===== config.mk =====
export PLATFORM = sky130hd
export DESIGN_NAME = flippy_lane
export DESIGN_NICKNAME = d
export VERILOG_FILES = /design/src/rtl/flippy_lane.sv
export SDC_FILE = /design/constraint.sdc
export NUM_CORES = 1
export LEC_CHECK = 0
export BUFFER_PORTS_ARGS = -buffer_cell sky130_fd_sc_hd__buf_2
export CORE_ASPECT_RATIO = 0.7
export CORE_MARGIN = 10
export CORE_UTILIZATION = 60
export CTS_BUF_LIST = sky130_fd_sc_hd__clkbuf_8
export DETAILED_ROUTE_END_ITERATION = 6
export PLACE_DENSITY = 0.81
export SLEW_MARGIN = 40
export SYNTH_ARGS = -nofsm -noshare
export SYNTH_HDL_FRONTEND = slang
export SYNTH_SLANG_ARGS = --single-unit

===== constraint.sdc =====
create_clock -name clock -period 4.55 [get_ports clock]
set_clock_uncertainty 0.2 [all_clocks]
set_input_delay 0.6825 -clock clock [delete_from_list [all_inputs] [get_ports clock]]
set_output_delay 0.6825 -clock clock [all_outputs]
set_load 0.005 [all_outputs]

===== src/rtl/flippy_lane.sv =====
// One falling-byte lane of the Flippy Bit game: spawns an LFSR target, drops it a row per tick,
// and clears it when a fire press edge arrives with the switches matching the target.
module flippy_lane #(
    parameter int unsigned TICK_DIV = 25_000_000,
    parameter int unsigned HEIGHT   = 8,
    parameter logic [7:0]  SEED     = 8'hA5
) (
    input  logic       clock,
    input  logic       reset_signal,
    input  logic       enable,
    input  logic [7:0] switches,
    input  logic       fire,
    output logic [7:0] target,
    output logic [3:0] row,
    output logic       active,
    output logic       correct,
    output logic       game_over
);

    localparam int unsigned    CntW    = $clog2(TICK_DIV);
    localparam logic [CntW-1:0] CntMax = CntW'(TICK_DIV - 1);
    localparam logic [3:0]     RowLast = 4'(HEIGHT - 1);

    typedef enum logic [1:0] {StSpawn, StFall, StDead} state_e;

    state_e          state_q, state_d;
    logic [7:0]      target_q, target_d;
    logic [3:0]      row_q, row_d;
    logic            correct_q, correct_d;
    logic            game_over_q, game_over_d;
    logic [CntW-1:0] tick_cnt_q, tick_cnt_d;
    logic [7:0]      lfsr_q, lfsr_d;
    logic            fire_q;
    logic            press;
    logic            tick;

    assign press = fire & ~fire_q;
    assign tick  = (tick_cnt_q == CntMax);

    always_comb begin
        // Fibonacci taps 8,6,5,4; free-running regardless of enable
        lfsr_d      = {lfsr_q[6:0], lfsr_q[7] ^ lfsr_q[5] ^ lfsr_q[4] ^ lfsr_q[3]};
        state_d     = state_q;
        target_d    = target_q;
        row_d       = row_q;
        tick_cnt_d  = tick_cnt_q;
        correct_d   = 1'b0;
        game_over_d = game_over_q;

        if (enable) begin
            unique case (state_q)
                StSpawn: begin
                    target_d   = (lfsr_q == 8'h00) ? 8'h01 : lfsr_q;
                    row_d      = 4'd0;
                    tick_cnt_d = '0;
                    state_d    = StFall;
                end
                StFall: begin
                    // A match beats a coincident final tick
                    if (press && (switches == target_q)) begin
                        correct_d = 1'b1;
                        state_d   = StSpawn;
                    end else begin
                        tick_cnt_d = tick ? '0 : tick_cnt_q + CntW'(1);
                        if (tick) begin
                            if (row_q == RowLast) begin
                                state_d     = StDead;
                                game_over_d = 1'b1;
                            end else begin
                                row_d = row_q + 4'd1;
                            end
                        end
                    end
                end
                StDead: begin
                end
                default: state_d = StSpawn;
            endcase
        end
    end

    always_ff @(posedge clock) begin
        if (reset_signal) begin
            state_q     <= StSpawn;
            target_q    <= 8'h00;
            row_q       <= 4'd0;
            correct_q   <= 1'b0;
            game_over_q <= 1'b0;
            tick_cnt_q  <= '0;
            lfsr_q      <= SEED;
            fire_q      <= 1'b0;
        end else begin
            state_q     <= state_d;
            target_q    <= target_d;
            row_q       <= row_d;
            correct_q   <= correct_d;
            game_over_q <= game_over_d;
            tick_cnt_q  <= tick_cnt_d;
            lfsr_q      <= lfsr_d;
            fire_q      <= fire;
        end
    end

    assign target    = target_q;
    assign row       = row_q;
    assign active    = (state_q == StFall);
    assign correct   = correct_q;
    assign game_over = game_over_q;

endmodule

==> results.json <==
{
  "grt_pass1_wl_um": 9920,
  "port_buffers": 26,
  "ys_seq_area_share_pct": 40.2,
  "hold_path.class": "flop to flop",
  "min_period_ns": 2.93,
  "clockBufferDepth": 2,
  "nets": 332,
  "grt_max_degree": 48,
  "fill_cells": 320,
  "ctsHtreeMaxLevel": 2,
  "firstDrtPassIters": 5,
  "antenna_found_initial": 0,
  "ys_ff_latch": 50,
  "rsz0062_at_grt": "false",
  "die_height_um": 73.9,
  "routed_via_density": 6.31,
  "maxSlewViolCount": 0,
  "synth.distinct_cells": 49,
  "relSlewSlack_pct": 48.3,
  "ant_nets": 0,
  "grt.overflow.total": 0,
  "holdBufCountCts": 0,
  "power.density_nw_per_um2": 298,
  "area_delta_synth_final_pct": 9.00,
  "worst_pin_slew_ns": 0.775,
  "routabilityCongestion": 0.847,
  "synthFlopType": "dfxtp_1",
  "syn_area_sq_um": 2490,
  "initial_core_util_pct": 62.7,
  "avgRoutedWirePerCell_um": 16.1,
  "final_cell_mix": "52 x nand2_1, 50 x dfxtp_1, 25 x buf_2",
  "critPathCaptureType": "flop",
  "hpwlAfterDp_um": 4230,
  "syn_avg_cell_area_sq_um": 8.32,
  "fin_tns_setup_ns": 0,
  "cts_made_buffers": 5,
  "cts_sinks": 50,
  "syn_nets": 313,
  "critPathMaxFanout": 15,
  "track_usage_pct": 16.5,
  "cts_root_buf": "clkbuf_8",
  "vias": 2341,
  "critPathLaunchType": "primary input",
  "synthCells": 299,
  "synth_warnings": 0,
  "dieArea_sq_um": 7170,
  "die_w_um": 97.0,
  "final_common_cell": "nand2_1",
  "setup_violations": 0,
  "required_ns": 4.55,
  "synth_edf_count": 0,
  "final-hold-violation-count": 0,
  "core.rowCount": 19,
  "power.leakage_nw": 1.01,
  "clock.fmax_mhz": 341,
  "post-cts-setup-buffer-count": 0,
  "diodes": 0,
  "grt_pass1_vias": 1969,
  "synth_async_sr_flop_share_pct": 0,
  "cts_tree": "done",
  "vdd_drop_max_mv": 0.212,
  "clock_latency_ns": 0.31,
  "worstPathArrival_ns": 2.93,
  "drt_iter0_markers": 224,
  "max_cap_violations": 0,
  "path_clk_slew_ns": 0.09,
  "outcome": "finished clean",
  "routed_wl_um": 5980,
  "drive_gt1_share_pct": 16.3,
  "worstSetupPathType": "primary input to flop",
  "core_sq_um": 3970,
  "fin_hold_ws_ns": 0.245,
  "drt_drc_violations_left": 0,
  "cts_resized": 0,
  "boundaryPins": 27,
  "finalCritPeriodShare_pct": 64.4
}
## metrics by stage
| stage | util [%] | worst slack [ns] | power, mW | instance area, sq um | cells |
|---|---|---|---|---|---|
| 5_1_grt | 68.3 | 1.47 | 0.843 | 2710 | 371 |
| 3_3_place_gp | 65.8 | 1.41 | 0.551 | 2610 | 363 |
| 6_report | 68.3 | 1.62 | 0.809 | 2710 | 371 |
| 2_1_floorplan | - | 2.20 | 0.530 | 2490 | 299 |
| 3_5_place_dp | 66.0 | 1.30 | 0.553 | 2620 | 363 |
| 4_1_cts | 68.3 | 1.60 | 0.814 | 2710 | 371 |
## state kept, by name (all words and copies together) (netlist names)
name        flops
fire_q          1
tick_cnt_q     25
game_over       1
lfsr_q          8
correct         1
target          8
row             4
state_q         2
## synth_stat cells (5+ instances only)
cell,instances,area [sq um]
nor2b_1,6,37.5
inv_1,5,18.8
xor2_1,8,70.1
or3_1,5,31.3
nand2_1,52,195
nand3_1,11,55.1
nor2_1,14,52.6
dfxtp_1,50,1000
nand4_1,10,62.6
a21oi_1,24,120
nand2b_1,5,31.3
a32o_1,9,90.1
nor3_1,10,50.1
buf_2,6,30.0
nor4_1,11,68.8
o21ai_0,13,65.1
clkbuf_1,7,26.3
## worst paths after layout
path                from            end  slack [ns]  cells past startpoint
max reg2reg    target[6]  tick_cnt_q[8]        1.73                      6
min            game_over      game_over        0.24                      2
max          switches[6]  tick_cnt_q[8]        1.62                      7
min reg2reg    game_over      game_over        0.24                      2
## report_power, final
group / switching (mW) / leakage [nW] / internal, mW / total (mW)
clock network: 0.145 / 0.0524 / 0.121 / 0.265
logic: 0.0523 / 0.550 / 0.0302 / 0.0825
registers: 0.0110 / 0.407 / 0.450 / 0.461
total: 0.208 / 1.01 / 0.601 / 0.809
## logic make-up (layout without fill, tap and decap cells)
group	count (synthesis)	after routing	synth area share, %
muxes	1	1	0.452
and+or+nand+nor	149	149	32.9
adders and majority gates	2	2	1.01
buffers and inverters	20	40	3.77
xor gates and xnor gates	11	11	3.87
DFF	50	50	40.2
AOI/OAI and AO/OA	66	66	17.7
## per-layer routing
| metal | wire, um | vias up | GRT usage (%) |
|---|---|---|---|
| met3 | 448 | 8 | 4.78 |
| met1 | 2940 | 1113 | 23.9 |
| li1 | - | 1135 | - |
| met2 | 2520 | 85 | 22.8 |
| met5 | 0 | - | 0 |
| met4 | 76 | 0 | 4.89 |
## final cells by class
type	count	area (sq um)	area share, %
well taps	52	65.1	2.40
flip-flops and latches	50	1000	36.9
clock buffers	6	82.6	3.04
clock inverters	2	8.76	0.323
multi-input cells	229	1400	51.6
repair buffers	26	133	4.89
inverters	6	22.5	0.830
## worst max-delay path, stage by stage
cell     delay (ns)
buf_2          0.10
xor2_1         0.14
nor4_1         0.54
nand4_2        0.30
o21ai_2        0.58
nor2_1         0.31
a32o_1         0.29
No activity file was read; power rests on OpenSTA's default activity.
